<file path="src/rtl/pong_pkg.sv">
// Shared definitions for the pong game controller: state encodings, widths,
// default parameters, colour constants and text_on bit positions.
package pong_pkg;

    localparam int unsigned BALL_W  = 2;
    localparam int unsigned TIMER_W = 7;
    localparam int unsigned DIG_W   = 4;
    localparam int unsigned RGB_W   = 12;
    localparam int unsigned TXT_W   = 4;

    localparam int unsigned BALLS_INIT_DEFAULT   = 3;
    localparam int unsigned TIMER_FRAMES_DEFAULT = 120;

    localparam logic [RGB_W-1:0] RGB_BLACK = 12'h000;

    // Bit positions inside text_on = {score_on, logo_on, rule_on, over_on}
    localparam int unsigned TXT_SCORE = 3;
    localparam int unsigned TXT_LOGO  = 2;
    localparam int unsigned TXT_RULE  = 1;
    localparam int unsigned TXT_OVER  = 0;

    typedef enum logic [1:0] {
        ST_NEWGAME = 2'd0,
        ST_PLAY    = 2'd1,
        ST_NEWBALL = 2'd2,
        ST_OVER    = 2'd3
    } state_e;

endpackage

</file>
<file path="src/rtl/pong_game_ctrl_if.sv">
// Signal bundle between the game controller and its surroundings.
// Inputs : refr_tick, btn, hit, miss, video_on, text_on, text_rgb, graph_on, graph_rgb
// Outputs: dig1, dig0, ball, graph_still, game_state, rgb
// slave  = the controller side, master = the environment driving it.
interface pong_game_ctrl_if;
    import pong_pkg::*;

    logic               refr_tick;
    logic [1:0]         btn;
    logic               hit;
    logic               miss;
    logic               video_on;
    logic [TXT_W-1:0]   text_on;
    logic [RGB_W-1:0]   text_rgb;
    logic               graph_on;
    logic [RGB_W-1:0]   graph_rgb;

    logic [DIG_W-1:0]   dig1;
    logic [DIG_W-1:0]   dig0;
    logic [BALL_W-1:0]  ball;
    logic               graph_still;
    logic [1:0]         game_state;
    logic [RGB_W-1:0]   rgb;

    modport master (
        output refr_tick, btn, hit, miss, video_on, text_on, text_rgb, graph_on, graph_rgb,
        input  dig1, dig0, ball, graph_still, game_state, rgb
    );

    modport slave (
        input  refr_tick, btn, hit, miss, video_on, text_on, text_rgb, graph_on, graph_rgb,
        output dig1, dig0, ball, graph_still, game_state, rgb
    );

endinterface

</file>
<file path="src/rtl/pong_score_bcd.sv">
// Two-digit saturating BCD score counter (00..99).
// Ports: clk, reset (sync, active-high), clr (clear, beats inc),
//        inc (add one), dig1/dig0 (tens/ones BCD digits, registered).
module pong_score_bcd
    import pong_pkg::*;
(
    input  logic             clk,
    input  logic             reset,
    input  logic             clr,
    input  logic             inc,
    output logic [DIG_W-1:0] dig1,
    output logic [DIG_W-1:0] dig0
);

    logic at_max;

    assign at_max = (dig1 == 4'd9) && (dig0 == 4'd9);

    // Ones wrap 9->0 with carry; the whole counter stops at 99
    always_ff @(posedge clk) begin
        if (reset || clr) begin
            dig1 <= 4'd0;
            dig0 <= 4'd0;
        end else if (inc && !at_max) begin
            if (dig0 == 4'd9) begin
                dig0 <= 4'd0;
                dig1 <= dig1 + 4'd1;
            end else begin
                dig0 <= dig0 + 4'd1;
            end
        end
    end

endmodule

</file>
<file path="src/rtl/pong_game_ctrl.sv">
// Top-level pong game sequencer: game FSM, balls-remaining count, inter-ball
// delay timer, BCD score and the final registered pixel colour mux.
// Ports: clk, reset (sync, active-high), bus (pong_game_ctrl_if.slave) carrying
//        refr_tick/btn/hit/miss/video_on/text_on/text_rgb/graph_on/graph_rgb in
//        and dig1/dig0/ball/graph_still/game_state/rgb out.
module pong_game_ctrl
    import pong_pkg::*;
#(
    parameter int unsigned BALLS_INIT   = BALLS_INIT_DEFAULT,
    parameter int unsigned TIMER_FRAMES = TIMER_FRAMES_DEFAULT
) (
    input  logic               clk,
    input  logic               reset,
    pong_game_ctrl_if.slave    bus
);

    localparam logic [BALL_W-1:0]  BALL_RELOAD = BALL_W'(BALLS_INIT);
    localparam logic [TIMER_W-1:0] TIMER_LOAD  = TIMER_W'(TIMER_FRAMES - 1);

    state_e              state, state_d;
    logic [BALL_W-1:0]   ball, ball_d;
    logic [TIMER_W-1:0]  timer, timer_d;
    logic [RGB_W-1:0]    rgb_q, rgb_d;
    logic                timer_load;
    logic                score_clr;
    logic                score_inc;
    logic                btn_any;

    assign btn_any = (bus.btn != 2'b00);

    // State, ball count, timer and pixel registers
    always_ff @(posedge clk) begin
        if (reset) begin
            state <= ST_NEWGAME;
            ball  <= BALL_RELOAD;
            timer <= '0;
            rgb_q <= RGB_BLACK;
        end else begin
            state <= state_d;
            ball  <= ball_d;
            timer <= timer_d;
            rgb_q <= rgb_d;
        end
    end

    // Next-state, ball count and score control
    always_comb begin
        state_d    = state;
        ball_d     = ball;
        timer_load = 1'b0;
        score_clr  = 1'b0;
        score_inc  = 1'b0;
        case (state)
            ST_NEWGAME: begin
                score_clr = 1'b1;
                ball_d    = BALL_RELOAD;
                if (btn_any) begin
                    state_d = ST_PLAY;
                    ball_d  = ball - 2'd1;
                end
            end
            ST_PLAY: begin
                score_inc = bus.hit;
                if (bus.miss) begin
                    timer_load = 1'b1;
                    state_d    = (ball == '0) ? ST_OVER : ST_NEWBALL;
                end
            end
            ST_NEWBALL: begin
                if ((timer == '0) && btn_any) begin
                    state_d = ST_PLAY;
                    ball_d  = ball - 2'd1;
                end
            end
            ST_OVER: begin
                if (timer == '0) begin
                    state_d   = ST_NEWGAME;
                    score_clr = 1'b1;
                    ball_d    = BALL_RELOAD;
                end
            end
            default: state_d = ST_NEWGAME;
        endcase
    end

    // Delay timer: load beats a same-cycle refr_tick, then counts down to 0 and sticks
    always_comb begin
        timer_d = timer;
        if (timer_load) begin
            timer_d = TIMER_LOAD;
        end else if (bus.refr_tick && (timer != '0)) begin
            timer_d = timer - 7'd1;
        end
    end

    // Pixel priority: blanking, foreground text, graphics, logo background, black
    always_comb begin
        rgb_d = RGB_BLACK;
        if (!bus.video_on) begin
            rgb_d = RGB_BLACK;
        end else if (bus.text_on[TXT_SCORE] ||
                     ((state == ST_NEWGAME) && bus.text_on[TXT_RULE]) ||
                     ((state == ST_OVER) && bus.text_on[TXT_OVER])) begin
            rgb_d = bus.text_rgb;
        end else if (bus.graph_on) begin
            rgb_d = bus.graph_rgb;
        end else if (bus.text_on[TXT_LOGO]) begin
            rgb_d = bus.text_rgb;
        end
    end

    pong_score_bcd u_score (
        .clk   (clk),
        .reset (reset),
        .clr   (score_clr),
        .inc   (score_inc),
        .dig1  (bus.dig1),
        .dig0  (bus.dig0)
    );

    assign bus.ball        = ball;
    assign bus.graph_still = (state != ST_PLAY);
    assign bus.game_state  = state;
    assign bus.rgb         = rgb_q;

endmodule

</file>
<file path="src/flat_wrapper.sv">
// flat-port wrapper written by rule: the top's interface ports become plain ports
module pong_game_ctrl_flat import pong_pkg::*;
#(
    parameter int unsigned BALLS_INIT   = BALLS_INIT_DEFAULT,
    parameter int unsigned TIMER_FRAMES = TIMER_FRAMES_DEFAULT
)
  (clk, reset, bus_refr_tick, bus_btn, bus_hit, bus_miss, bus_video_on, bus_text_on, bus_text_rgb, bus_graph_on, bus_graph_rgb, bus_dig1, bus_dig0, bus_ball, bus_graph_still, bus_game_state, bus_rgb);
  pong_game_ctrl_if bus_i ();
  input  logic clk;
  input  logic reset;
  input wire logic [$bits(bus_i.refr_tick)-1:0] bus_refr_tick;
  input wire logic [$bits(bus_i.btn)-1:0] bus_btn;
  input wire logic [$bits(bus_i.hit)-1:0] bus_hit;
  input wire logic [$bits(bus_i.miss)-1:0] bus_miss;
  input wire logic [$bits(bus_i.video_on)-1:0] bus_video_on;
  input wire logic [$bits(bus_i.text_on)-1:0] bus_text_on;
  input wire logic [$bits(bus_i.text_rgb)-1:0] bus_text_rgb;
  input wire logic [$bits(bus_i.graph_on)-1:0] bus_graph_on;
  input wire logic [$bits(bus_i.graph_rgb)-1:0] bus_graph_rgb;
  output wire logic [$bits(bus_i.dig1)-1:0] bus_dig1;
  output wire logic [$bits(bus_i.dig0)-1:0] bus_dig0;
  output wire logic [$bits(bus_i.ball)-1:0] bus_ball;
  output wire logic [$bits(bus_i.graph_still)-1:0] bus_graph_still;
  output wire logic [$bits(bus_i.game_state)-1:0] bus_game_state;
  output wire logic [$bits(bus_i.rgb)-1:0] bus_rgb;
  assign bus_i.refr_tick = bus_refr_tick;
  assign bus_i.btn = bus_btn;
  assign bus_i.hit = bus_hit;
  assign bus_i.miss = bus_miss;
  assign bus_i.video_on = bus_video_on;
  assign bus_i.text_on = bus_text_on;
  assign bus_i.text_rgb = bus_text_rgb;
  assign bus_i.graph_on = bus_graph_on;
  assign bus_i.graph_rgb = bus_graph_rgb;
  assign bus_dig1 = bus_i.dig1;
  assign bus_dig0 = bus_i.dig0;
  assign bus_ball = bus_i.ball;
  assign bus_graph_still = bus_i.graph_still;
  assign bus_game_state = bus_i.game_state;
  assign bus_rgb = bus_i.rgb;
  pong_game_ctrl #(.BALLS_INIT(BALLS_INIT), .TIMER_FRAMES(TIMER_FRAMES)) u_core (.clk(clk), .reset(reset), .bus(bus_i));
endmodule
</file>
<file path="config.mk">
export PLATFORM = sky130hd
export DESIGN_NAME = pong_game_ctrl_flat
export DESIGN_NICKNAME = d
export VERILOG_FILES = /design/src/rtl/pong_pkg.sv /design/src/rtl/pong_game_ctrl_if.sv /design/src/rtl/pong_score_bcd.sv /design/src/rtl/pong_game_ctrl.sv /design/src/flat_wrapper.sv
export SDC_FILE = /design/constraint.sdc
export NUM_CORES = 1
export LEC_CHECK = 0
export CORE_MARGIN = 10
export CORE_UTILIZATION = 40
export CTS_BUF_LIST = sky130_fd_sc_hd__clkbuf_8
export CTS_CLUSTER_DIAMETER = 120
export DETAILED_ROUTE_END_ITERATION = 10
export GPL_TIMING_DRIVEN = 1
export MAX_ROUTING_LAYER = met4
export PLACE_DENSITY = 0.88
export SLEW_MARGIN = 20
export SYNTH_ARGS = -nofsm -noshare
export SYNTH_HDL_FRONTEND = slang
export SYNTH_SLANG_ARGS = --single-unit
export TNS_END_PERCENT = 10
</file>
<file path="constraint.sdc">
create_clock -name clk -period 1.9 [get_ports clk]
set_clock_uncertainty 0.15 [all_clocks]
set_input_delay 0.57 -clock clk [delete_from_list [all_inputs] [get_ports clk]]
set_output_delay 0.57 -clock clk [all_outputs]
set_load 0.02 [all_outputs]
</file>
* After elaboration in Yosys (flattened, before gate mapping)
Cells that the tools add are included.
** Word-level totals
- Bits in registers :: 31
- Input port bits :: 37
- Output and inout bits :: 25
- Logic and storage cells :: 65
** Cells by class
- Add/sub/neg operators :: 4
- Equality and inequality tests :: 10
- Multiplexer cells :: 21
- Bitwise operators :: 1
- Reduce and logical (&&, ||, !) cells :: 22
** Operator list (count)
- 12-bit two-way mux :: 3
- 2-bit two-way mux :: 7
- 7-bit two-way mux :: 2
- 4-bit by 1-bit adder with 4-bit output, second input constant :: 2
- 4-bit equality test, second input constant :: 2
- 2-bit by 1-bit != test with 1-bit output, second input constant :: 4
- 2-bit one-hot mux with 4 select lines :: 1
- 7-bit zero test :: 1
- 7-bit nonzero test :: 1
- 7-bit by 1-bit subtractor with 7-bit output, second input constant :: 1
- 1-bit logical AND :: 6
- 2-bit one-hot mux with 3 select lines :: 1
- 1-bit two-way mux :: 5
- 2-bit equality test, second input constant :: 2
- 2-bit zero test :: 2
- 4-bit two-way mux :: 1
- 4-bit AND reduction :: 1
- 2-bit nonzero test :: 2
- 2-bit OR reduction :: 2
- 1-bit logical OR :: 3
- 3-bit AND reduction :: 1
- 3-bit nonzero test :: 1
- 2-bit by 1-bit equality test with 1-bit output, second input constant :: 1
- 2-bit != test, second input constant :: 1
- 5 further kinds :: 5

* Longest topological paths before layout
- Depth in word-level cells :: 5
- Gate-level depth with buffers :: 7
- Gate-level depth less buffers :: 6

* Cells and area by module
Synthesis repeated with hierarchy kept, for this count alone.
** Second synthesis, totals
- Cell total of the unflattened synthesis :: 174
- Area total of the unflattened synthesis :: 1559.0 um2
** Modules (own cells, without submodules)
- pong_game_ctrl :: times used 1, cells an instance 127, area an instance 1153.6 um2, seq. area each 460.4 um2
- pong_score_bcd :: times used 1, cells an instance 47, area an instance 405.4 um2, seq. area each 160.2 um2

* Worst setup path before layout
Ideal clock, no wire load.
- Path type :: register to register
- Start point :: reg u_core.timer[3]
- End point :: reg u_core.state[0] (netlist: u_core.bus.game_state[0])
- Library setup time :: 0.123 ns
- Data arrival time :: 1.733 ns
- Data required time :: 1.627 ns
- Slack :: -0.106 ns
- Stages on the path, launching flop included :: 6
- Path buffers :: 1
- Period minus slack after synthesis :: 2.006 ns
- Cells stage by stage :: dfxtp_1 > or4_4 > buf_6 > o31ai_4 > o2111a_2 > mux2_1
** Between the ends
- Word-level cells in the longest chain between the ends :: 4
- Elaborated cells between the ends (all ways) :: 5
- Classes of those cells :: 2 x eq/ne; 3 x reduce/logical
** RTL lines
- from (decl) :: RTL line pong_game_ctrl.sv:22 : logic [TIMER_W-1:0] timer, timer_d;
- from (signal assigned) :: RTL line pong_game_ctrl.sv:41 : timer <= timer_d;
- 7-bit zero test (*) :: RTL line pong_game_ctrl.sv:70, pong_game_ctrl.sv:76
- 1-bit logical AND :: RTL line pong_game_ctrl.sv:70 : if ((timer == '0) && btn_any) begin
- 2-bit by 1-bit != test with 1-bit output (no source line)
- 4-bit AND reduction (no source line) (*)
- to (signal assigned) :: RTL line pong_game_ctrl.sv:39 : state <= state_d;
- to (decl) :: RTL line pong_game_ctrl.sv:20 : state_e state, state_d;
Mark *: on every way between the ends. The rest lies on a longest branch, timed or not.
A chain may end at the register's enable or synchronous reset.

* Final worst setup path
Ends and elaborated chain as after synthesis.

==> impl_summary.md <==
Run status
The run finished, with violations left. The checks that failed: setup timing.

Logic synthesis
After synthesis, the largest family of logic cells by area is simple AND/OR/NAND/NOR gates. The XOR/XNOR share of the synthesized area is 5.69%. The commonest cells after synthesis are 31 x dfxtp_1, 24 x nor2_1, 12 x a22oi_1.

Synthesis produced a netlist with a net count of 219. Of the post-synthesis cell area, the part taken by muxes is 2.03%. The share of synthesized area in the top cell type comes to 40.3%. Ranked by total cell area, the synthesized netlist is headed by dfxtp_1 40%, ha_1 8.1%, a22oi_1 5.9%, nor2_1 5.9%, xor2_1 3.4%. The number of enable-type register cells in the synthesized netlist is 0. In the post-synthesis netlist, the cell with the most instances is dfxtp_1. The proportion of register bits with asynchronous set or reset after synthesis is 0%.

The number of distinct library cell variants in the gate-level netlist after synthesis is 41. Averaged over all synthesized cells, the footprint is 8.95 um^2. Yosys printed 0 warnings. Summing the areas of all fa, ha and maj instances in the mapped netlist gives 8.13% of the synthesized area. In this run the cell area of the synthesized design comes to 1540 um^2.

The dominant register cell in the synthesized netlist is dfxtp_1. The synthesized instance count is 172. Summing the areas of all compound-gate instances in the mapped netlist gives 18.9% of the synthesized area.

The leading area contributor after synthesis is dfxtp_1. The synthesized design contains 31 register bits. Of the synthesized area, sequential elements account for 40.3%. The simple-gate area share of the yosys netlist is 20.1%.

Pwr
The power density over the cells is 1140 nW/um^2. The share of total power dissipated in sequential elements is 30.1%. The internal power consumption is 1800 uW. The total power is 2890 uW. Across the VDD grid, the largest voltage drop is 0.000903 V.

The switching power share of the total is 37.8%. The power share of the clock group is 18.1%. The relative contribution of combinational cells to total power is 51.8%. The analysis attributes to net switching a power of 1090 uW. The analysis attributes to cell leakage a power of 0.00114 uW.

Floorplanning
The total area inside the core boundary comes to 3690 um^2. The width of the die is 82.0 um. The floorplan step defined a die boundary enclosing 6730 um^2. The number of core rows is 22. 62 I/O pins were placed. The starting density of the core is 41.7%.

The floorplan step set the die height to 82.0 um.

Worst setup path
The data arrival time of the critical path is 1.94 ns. The number of cell instances on the worst register-to-register path is 4. STA puts the critical path data required time at 1.92 ns. The setup path with the least slack is of type reg -> reg. In this run the critical register-to-register path is launched from u_core.timer[3]$_SDFFE_PP0P_. The destination of the worst register-to-register timing path is u_core.bus.game_state[0]$_SDFFE_PP0P_. The worst setup path is captured at a register. The most critical setup path has its startpoint at u_core.timer[3]$_SDFFE_PP0P_. In this run the register-to-register setup slack is -0.01 ns. The worst setup path is launched from a register.

Of all nets on the critical path, the largest fanout is 5. Following the worst setup path forward leads to its endpoint at u_core.bus.game_state[0]$_SDFFE_PP0P_.

Place
The count of port buffers added during placement is 61. At the placement stage, the worst setup path has a slack of -0.332 ns. The HPWL after detailed placement is 3660 um. In this run, placement finished with an instance count of 304.

The post-placement cell area is 2420 um^2. The final weighted congestion of routability-driven global placement is 0.807.

Routing
The detailed router finished its first iteration with 51 violations. The detail route stage leaves a number of antenna-violating nets equal to 0. The total wirelength of the detailed-routed design is 4680 um. The post-route DRC violation count is 0. The number of detailed-route iterations in the first pass is 4.

Across all layers, the routed design uses 1602 vias. In the final routed layout, each cell accounts on average for 15.0 um. The ratio of routed vias to standard cells is 5.13.

Clock tree
The clock tree synthesis step divided the H-tree into 2 levels. TritonCTS built the clock tree. Clock-pin slew was measured on the worst setup and hold paths at 0.06 ns. The tree is rooted in a clkbuf_8. The number of hold buffers added after CTS was 0. The total CTS buffers is 5. The clock passes through at most 2 buffers. The clock insertion delay at the later pin of the skew report is 0.28 ns. The number of sinks on the clock net is 31.

Global routing
The largest net degree at the start of global routing is 13. The initial antenna violation count is 0. For this run, the total global-route usage over all layers was measured as 14.1%. The number of global-route vias before repair is 1577. Global routing finished with a remaining overflow of 0. The first global-routing pass estimated 7130 um of wire.

Layout
The number of antenna diodes in the final layout is 0. The combined flip-flop and latch cell area is 627 um^2. The final instance area is 2530 um^2.

Counting the fill cells in the layout gives 314. Of the cells placed in the final design, the portion with a size suffix greater than 1 is 22.0%. The relative area change from synthesis to final layout is 64.6%. In the final layout, the multi-input gates occupy 895 um^2. The non-filler instance count after layout is 312. For this run, the post-layout net count is 311.

STA
The highest attainable clock frequency is 0.523 GHz. Setup repair after global routing could not meet its margin everywhere. The final setup slack of the worst path is -0.0139 ns. The measured slew at the worst slew-check pin is 0.403 ns. The worst path uses 101% of the clock period. The worst path in the final design needs a cycle of 1.91 ns, including I/O delays and setup. The number of hold-slack violations in the final timing report was 0. The number of max-slew violations in the final report is 0.

Setup violations remaining at the end of the flow were counted as 1. The remaining max-slew budget at the tightest pin is 72.9%.

Worst hold path
The path class of the lowest-slack min-delay path is reg -> reg.

Flow run
The max-cap check violation count is 0.
stage by stage:
step                      setup TNS, ns  util [%]  hold slack, ns
after floorplan                 -0.0280         -           0.332
after global placement            -3.13      65.6           0.342
after detailed placement          -4.20      65.6           0.374
after CTS                       -0.0196      67.3           0.385
after global routing             -0.116      68.7           0.392
final                           -0.0139      68.7           0.382
layout by cell type, fill, tap and decap left out, types with 7 or more instances in the layout:
cell type / count
dfxtp_1: 26
nand2_1: 7
buf_4: 28
clkdlybuf4s50_1: 35
ha_1: 9
dlygate4sd2_1: 24
a22oi_1: 8
inv_1: 10
a21oi_1: 10
nor2_1: 23
registers in the layout, indices dropped and copies added (netlist names):
name and count:
u_core.u_score.dig1 4, u_core.bus.ball 2, u_core.bus.rgb 12, u_core.bus.game_state 2, u_core.timer 7, u_core.u_score.dig0 4
cell families after synthesis:
logic type                 count (synthesis)
and+or+nand+nor                           60
AOI/OAI and AO/OA                         40
DFF                                       31
buffers and inverters                     18
xor gates and xnor gates                  10
adders and majority gates                 10
muxes                                      3
worst max-delay path, stage by stage (launching register included):
cell and delay (ns):
dfxtp_2 0.34, or4_4 0.59, o31ai_4 0.18, o2111a_2 0.25, mux2_4 0.31
how the worst min path moves through the flow:
stage | start | to | slack (ns) | cells after the start
global route | u_core.timer[1]$_SDFFE_PP0P_ | u_core.timer[1]$_SDFFE_PP0P_ | 0.39 | 2
detailed placement | u_core.timer[1]$_SDFFE_PP0P_ | u_core.timer[1]$_SDFFE_PP0P_ | 0.37 | 2
CTS | u_core.timer[1]$_SDFFE_PP0P_ | u_core.timer[1]$_SDFFE_PP0P_ | 0.38 | 2
floorplan | u_core.timer[1]$_SDFFE_PP0P_ | u_core.timer[1]$_SDFFE_PP0P_ | 0.33 | 2
finish | u_core.timer[1]$_SDFFE_PP0P_ | u_core.timer[1]$_SDFFE_PP0P_ | 0.38 | 2
global placement | u_core.timer[1]$_SDFFE_PP0P_ | u_core.timer[1]$_SDFFE_PP0P_ | 0.34 | 2
power groups by stage:
stage | Sequential, uW | Combinational (uW) | Clock [uW]
finish | 872 | 1500 | 523
floorplan | 960 | 804 | 0
CTS | 870 | 1410 | 537
detailed placement | 883 | 1450 | 0
global placement | 874 | 1410 | 0
global route | 881 | 1640 | 570
final cells by class:
type	count	share of cell area [%]
tap	48	2.37
clock inverter	1	0.198
multi-input combinational	123	35.3
timing repair buffer	91	32.3
clock buffer	6	3.26
sequential	31	24.7
inverter	12	1.78
metal layers:
layer / vias to the layer above / wire [um] / global-route usage, %
li1: 794 / - / -
met4: 0 / 53 / 4.59
met1: 747 / 1800 / 14.5
met2: 55 / 2530 / 24.5
met3: 6 / 289 / 5.02
met5: - / 0 / -
what timing repair did:
action	4_1_cts	5_1_grt
pin swaps	1	5
setup endpoints to repair	38	15
resized for setup	30	10
buffers inserted	0	1
Note: power is estimated with default switching activity, not from simulation.
